$ cat config.mk
export PLATFORM = sky130hd
export DESIGN_NAME = alu_core
export DESIGN_NICKNAME = d
export VERILOG_FILES = /design/src/rtl/alu_core.sv
export SDC_FILE = /design/constraint.sdc
export NUM_CORES = 1
export LEC_CHECK = 0
export CORE_ASPECT_RATIO = 2
export CORE_MARGIN = 5
export CORE_UTILIZATION = 52
export CTS_CLUSTER_SIZE = 8
export DETAILED_ROUTE_END_ITERATION = 16
export MAX_ROUTING_LAYER = met4
export PLACE_DENSITY = 0.8
export SYNTH_ARGS = -nofsm -noshare
export SYNTH_HDL_FRONTEND = slang
export SYNTH_SLANG_ARGS = --single-unit
$ cat constraint.sdc
create_clock -name CLK -period 3.1 [get_ports CLK]
set_clock_uncertainty 0.1 [all_clocks]
set_input_delay 0.93 -clock CLK [delete_from_list [all_inputs] [get_ports CLK]]
set_output_delay 0.93 -clock CLK [all_outputs]
set_load 0.005 [all_outputs]
$ cat src/rtl/alu_core.sv
// alu_core: single-cycle logic/arithmetic ALU plus an iterative shift-add
// multiplier (one multiplier bit per clock). While a multiply runs,
// ALU_RDY is low and new requests are dropped.
// Optional build macro: ALU_FLAGS_EN adds the registered ZERO and CARRY outputs.
module alu_core #(
  parameter int DATA_WIDTH = 8
) (
  input  logic                    CLK,
  input  logic                    RST,
  input  logic                    ACT,
  input  logic [3:0]              OP,
  input  logic [1:0]              MOVI,
  input  logic [DATA_WIDTH-1:0]   REG_A,
  input  logic [DATA_WIDTH-1:0]   REG_B,
  input  logic [DATA_WIDTH-1:0]   MEM,
  input  logic [DATA_WIDTH-1:0]   IMM,
  output logic                    ALU_RDY,
  output logic [2*DATA_WIDTH-1:0] EX_ALU,
  output logic                    EX_ALU_VLD
`ifdef ALU_FLAGS_EN
  ,
  output logic                    ZERO,
  output logic                    CARRY
`endif
);

  localparam int W  = DATA_WIDTH;
  localparam int CW = (W > 2) ? $clog2(W) : 1;
  localparam logic [CW-1:0] CNT_LAST = CW'(W - 1);

  localparam logic [3:0] OP_ADD  = 4'd0;
  localparam logic [3:0] OP_SUB  = 4'd1;
  localparam logic [3:0] OP_MULT = 4'd2;
  localparam logic [3:0] OP_SHL  = 4'd3;
  localparam logic [3:0] OP_SHR  = 4'd4;
  localparam logic [3:0] OP_ROTL = 4'd5;
  localparam logic [3:0] OP_ROTR = 4'd6;
  localparam logic [3:0] OP_NOT  = 4'd7;
  localparam logic [3:0] OP_AND  = 4'd8;
  localparam logic [3:0] OP_OR   = 4'd9;
  localparam logic [3:0] OP_XOR  = 4'd10;
  localparam logic [3:0] OP_NAND = 4'd11;
  localparam logic [3:0] OP_NOR  = 4'd12;
  localparam logic [3:0] OP_XNOR = 4'd13;
  localparam logic [3:0] OP_INC  = 4'd14;
  localparam logic [3:0] OP_DEC  = 4'd15;

  typedef enum logic {IDLE, MUL} state_t;

  state_t              state_q, state_d;
  logic [CW-1:0]       cnt_q, cnt_d;
  logic [2*W-1:0]      mcand_q, mcand_d;
  logic [W-1:0]        mplr_q, mplr_d;
  logic [2*W-1:0]      prod_q, prod_d;
  logic [2*W-1:0]      res_q, res_d;
  logic                vld_q, vld_d;
  logic [W-1:0]        opb;
  logic [2*W-1:0]      partial;

  // Single-cycle result; bit W carries the carry/borrow where relevant.
  function automatic logic [2*W-1:0] alu_single(input logic [3:0] op,
                                                input logic [W-1:0] a,
                                                input logic [W-1:0] b);
    logic [W:0] ext;
    ext = '0;
    case (op)
      OP_ADD:  ext = {1'b0, a} + {1'b0, b};
      OP_SUB:  ext = {1'b0, a} - {1'b0, b};
      OP_INC:  ext = {1'b0, a} + (W+1)'(1);
      OP_DEC:  ext = {1'b0, a} - (W+1)'(1);
      OP_SHL:  ext = {1'b0, a << 1};
      OP_SHR:  ext = {1'b0, a >> 1};
      OP_ROTL: ext = {1'b0, a[W-2:0], a[W-1]};
      OP_ROTR: ext = {1'b0, a[0], a[W-1:1]};
      OP_NOT:  ext = {1'b0, ~a};
      OP_AND:  ext = {1'b0, a & b};
      OP_OR:   ext = {1'b0, a | b};
      OP_XOR:  ext = {1'b0, a ^ b};
      OP_NAND: ext = {1'b0, ~(a & b)};
      OP_NOR:  ext = {1'b0, ~(a | b)};
      OP_XNOR: ext = {1'b0, ~(a ^ b)};
      default: ext = '0;
    endcase
    return {{(W-1){1'b0}}, ext};
  endfunction

  // Operand-B source select.
  always_comb begin
    opb = '0;
    case (MOVI)
      2'b00:   opb = REG_B;
      2'b01:   opb = MEM;
      2'b10:   opb = IMM;
      default: opb = '0;
    endcase
  end

  assign ALU_RDY    = (state_q == IDLE);
  assign EX_ALU     = res_q;
  assign EX_ALU_VLD = vld_q;

  // Next-state: accept in IDLE, one multiplier bit per cycle in MUL.
  always_comb begin
    state_d = state_q;
    cnt_d   = cnt_q;
    mcand_d = mcand_q;
    mplr_d  = mplr_q;
    prod_d  = prod_q;
    res_d   = res_q;
    vld_d   = 1'b0;
    partial = prod_q + (mplr_q[0] ? (mcand_q << cnt_q) : '0);
    case (state_q)
      IDLE: begin
        if (ACT) begin
          if (OP == OP_MULT) begin
            state_d = MUL;
            mcand_d = {{W{1'b0}}, REG_A};
            mplr_d  = opb;
            prod_d  = '0;
            cnt_d   = '0;
          end else begin
            res_d = alu_single(OP, REG_A, opb);
            vld_d = 1'b1;
          end
        end
      end
      MUL: begin
        prod_d = partial;
        mplr_d = mplr_q >> 1;
        cnt_d  = cnt_q + CW'(1);
        if (cnt_q == CNT_LAST) begin
          res_d   = partial;
          vld_d   = 1'b1;
          cnt_d   = '0;
          state_d = IDLE;
        end
      end
      default: state_d = IDLE;
    endcase
  end

  // State, multiplier and result registers; reset aborts any multiply.
  always_ff @(posedge CLK or posedge RST) begin
    if (RST) begin
      state_q <= IDLE;
      cnt_q   <= '0;
      mcand_q <= '0;
      mplr_q  <= '0;
      prod_q  <= '0;
      res_q   <= '0;
      vld_q   <= 1'b0;
    end else begin
      state_q <= state_d;
      cnt_q   <= cnt_d;
      mcand_q <= mcand_d;
      mplr_q  <= mplr_d;
      prod_q  <= prod_d;
      res_q   <= res_d;
      vld_q   <= vld_d;
    end
  end

`ifdef ALU_FLAGS_EN
  logic zero_q, carry_q, carry_sel;

  // Carry only means something for the single-cycle add/sub family.
  assign carry_sel = (state_q == IDLE) &&
                     ((OP == OP_ADD) || (OP == OP_SUB) || (OP == OP_INC) || (OP == OP_DEC));

  // Flags are captured with every new result so they track EX_ALU.
  always_ff @(posedge CLK or posedge RST) begin
    if (RST) begin
      zero_q  <= 1'b0;
      carry_q <= 1'b0;
    end else if (vld_d) begin
      zero_q  <= (res_d == '0);
      carry_q <= carry_sel & res_d[W];
    end
  end

  assign ZERO  = zero_q;
  assign CARRY = carry_q;
`endif

endmodule

==> impl_results.md <==
- CP top delay family: simple AND/OR/NAND/NOR gates
- Die footprint: 12000 µm²
- Syn-to-layout area delta: 43.7%
- Total gr overflow: 0
- Share of cells above drive strength 1: 29.1%
- Global placer's final weighted congestion: 1.02
- Yosys reg bits: 53
- CTS H-tree depth: 2
- Synth Area per Inst: 7.71 µm²
- Clk root buf: clkbuf_16
- Clock Sink Count: 53
- Count of final setup violators: 17
- CTS Buf Count: 5
- Initial Util: 52.7%
- Hold path depth: 2
- Clock Pin Slew Worst Setup and Hold Paths: 0.07 ns
- Worst-Skew Late Latency: 0.30 ns
- IO Count: 59
- Vias in the first global route: 6117
- Post-synth EDFFs: 0
- Violated checks: negative setup slack
- Synth warn: 0
- Slew Limit Fails: 0
- Total Nets Final: 940
- DR iter-0 viols: 294
- IO buf count: 58
- PwrDens: 565 nW/µm²
- Maximum VDD drop: 0.360 mV
- Maximum buffer depth of the clock tree: 2
- Critical Path Fanout Max: 5
- Crit path depth: 18
- Post-Synthesis Cells: 663
- HPWL after DPL: 15300 µm
- Total GRT Usage: 33.0%
- Register area share after synthesis: 25.9%
- Rel. slew slack: 62.9%
- Total number of vias: 5880
- Async S/R FF share, synth: 100%
- Crit end category: flop
- Crit-path most repeated cell: buf_4
- Tmin final: 3.57 ns
- R2R cell count: 14
- Cell leakage power: 3.51 nW
- Dpl ws: -1.49 ns
- Post-DRT Antenna Nets: 0
- X dimension of the die: 80.1 µm
- Initial antenna violation count: 0
- Pin count of the biggest net entering global routing: 39
- Wirelength, routed: 18700 µm
- Synth cell types: 71
- First-pass GRT wire length: 29500 µm
- Critical Path AT: 3.67 ns
- Max Clk Rate: 0.280 GHz
- Startpoint Class: input port
- RSZ-0062 raised after global routing: true
- Chip height: 150 µm
- Row cnt: 51
- Core Area: 9700 µm²
- Result of the run: finished, violations left
- Crit path cell chain: clkdlybuf4s15_2 -> nor2b_4 -> buf_4 -> a21oi_4 -> inv_4 -> nor4_4 -> buf_4 -> nand2_1 -> o21ai_1 -> o2bb2ai_1 -> a21oi_1 -> ha_2 -> nor3_2 -> nor2_1 -> o41ai_2 -> xor2_1 -> nand3_1 -> a31oi_1
- Worst-Margin Slew: 0.556 ns
- DRC violations left: 0
- CP Class: input port to flop
- Top FF cell, synth: dfrtp_1
- Synthesized net count: 748
- Antenna fix cells: 0
- Final worst setup slack: -0.466 ns
- HP Class: flop to flop
- Final Hold Vio Count: 0
- Crit-path max cell delay: 0.37 ns
- WP buf/inv: 4
- Cell area after synthesis: 5110 µm²
- Routed length per instance: 18.9 µm
- Initial DRT Pass Iterations: 5
- Period utilisation layout: 115%
- Worst path slowest cell: nor4_4
- Max-Cap Viols: 0
- Vias per inst: 5.95
- Tot Pwr: 4.16 mW
- CTS tree: yes
- Critical Path RT: 3.21 ns
-- layer usage --
| metal | up-vias | GRT usage (%) | part of all wire (%) |
|---|---|---|---|
| met5 | - | - | 0 |
| met4 | 0 | 29.0 | 9.4 |
| met3 | 104 | 3.53 | 4.3 |
| met2 | 235 | 59.6 | 55 |
| met1 | 2774 | 29.1 | 32 |
| li1 | 2767 | - | - |
-- synthesized netlist by cell type (all sizes together), types with 10 or more instances --
| library cell | n | area (µm²) |
|---|---|---|
| o21ai | 59 | 295 |
| a31oi | 11 | 68.8 |
| mux2i | 20 | 200 |
| nand3 | 15 | 87.6 |
| a21oi | 59 | 333 |
| a21o | 11 | 82.6 |
| nand2 | 96 | 360 |
| xnor2 | 11 | 96.3 |
| clkbuf | 25 | 93.8 |
| ha | 42 | 526 |
| buf | 13 | 71.3 |
| xor2 | 10 | 87.6 |
| nor2 | 64 | 243 |
| nor3 | 16 | 80.1 |
| inv | 30 | 115 |
| nor2b | 19 | 121 |
| dfrtp | 53 | 1330 |
-- layout make-up --
type / count / area, µm²
Clock buffer: 6 / 129
Fill cell: 740 / 2350
Sequential cell: 53 / 1330
Multi-Input combinational cell: 542 / 3770
Timing Repair Buffer: 222 / 1820
Tap cell: 132 / 165
Clock inverter: 2 / 15.0
Timing Repair inverter: 1 / 7.51
Inverter: 30 / 115
-- cell usage in the layout (no fill, tap or decap), types with 6 or more instances in the layout --
master / count
a31oi_1: 11
o21ai_1: 9
xor2_1: 10
nor2_1: 57
mux2i_1: 19
dfrtp_1: 53
clkdlybuf4s50_1: 44
dlygate4sd2_1: 8
nor3_1: 12
ha_1: 37
o21ai_0: 46
a21oi_2: 11
xnor2_1: 11
buf_4: 157
buf_6: 6
nand2_1: 95
nand3_1: 14
inv_1: 26
a21oi_1: 44
a21o_1: 11
nor2b_1: 17
-- report_power, final --
part           switching [mW]  internal, mW
combinational            1.25          1.23
clock                   0.258         0.300
sequential              0.185         0.932
total                    1.70          2.46
-- tightest hold or removal path, stage by stage, from the launching register on --
cell and delay (ns):
dfrtp_1 0.34, nand2_1 0.04, o21ai_0 0.06
-- state kept, by name (all words and copies together) (netlist names) --
signal,cells
EX_ALU,16
state_q,1
mplr_q,8
mcand_q,8
cnt_q,3
prod_q,16
EX_ALU_VLD,1
-- per-stage QoR --
stage                     TNS, ns  instances  util, %  cell area (µm²)  hold slack [ns]
after global placement     -10.84        966     71.5             6940            0.364
after global routing        -7.84        988     75.8             7350            0.418
after CTS                   -4.28        986     75.4             7310            0.385
after detailed placement   -12.44        966     71.5             6940            0.369
after floorplan             -2.76        663        -             5250            0.352
final                       -4.35        988     75.8             7350            0.380
-- worst paths after layout --
path | startpoint | to | slack, ns
worst max-delay path | MOVI[0] | EX_ALU[8] | -0.47
worst min-delay path | EX_ALU[11] | EX_ALU[11] | 0.38
worst max register to register | cnt_q[0] | prod_q[15] | -0.30
max in group asynchronous | RST | EX_ALU[2] | 1.32
min in group asynchronous | RST | EX_ALU[15] | 0.90
worst min register to register | EX_ALU[11] | EX_ALU[11] | 0.38
-- logic make-up after synthesis --
logic type	synth area share, %
xor+xnor	3.60
simple gates	22.6
flops	25.9
mux	5.02
buf+inv	5.48
fa+ha+maj	11.1
compound gates	26.3
-- timing repair --
action / in CTS / in global routing
hold buffers: 0 / 0
hold endpoints to repair: 0 / 0
setup endpoints to repair: 20 / 25
pin swaps: 49 / 10
cloned: 1 / 0
resized for setup: 76 / 7
buffers inserted: 11 / 2
Power figures use the tool's default switching activity.
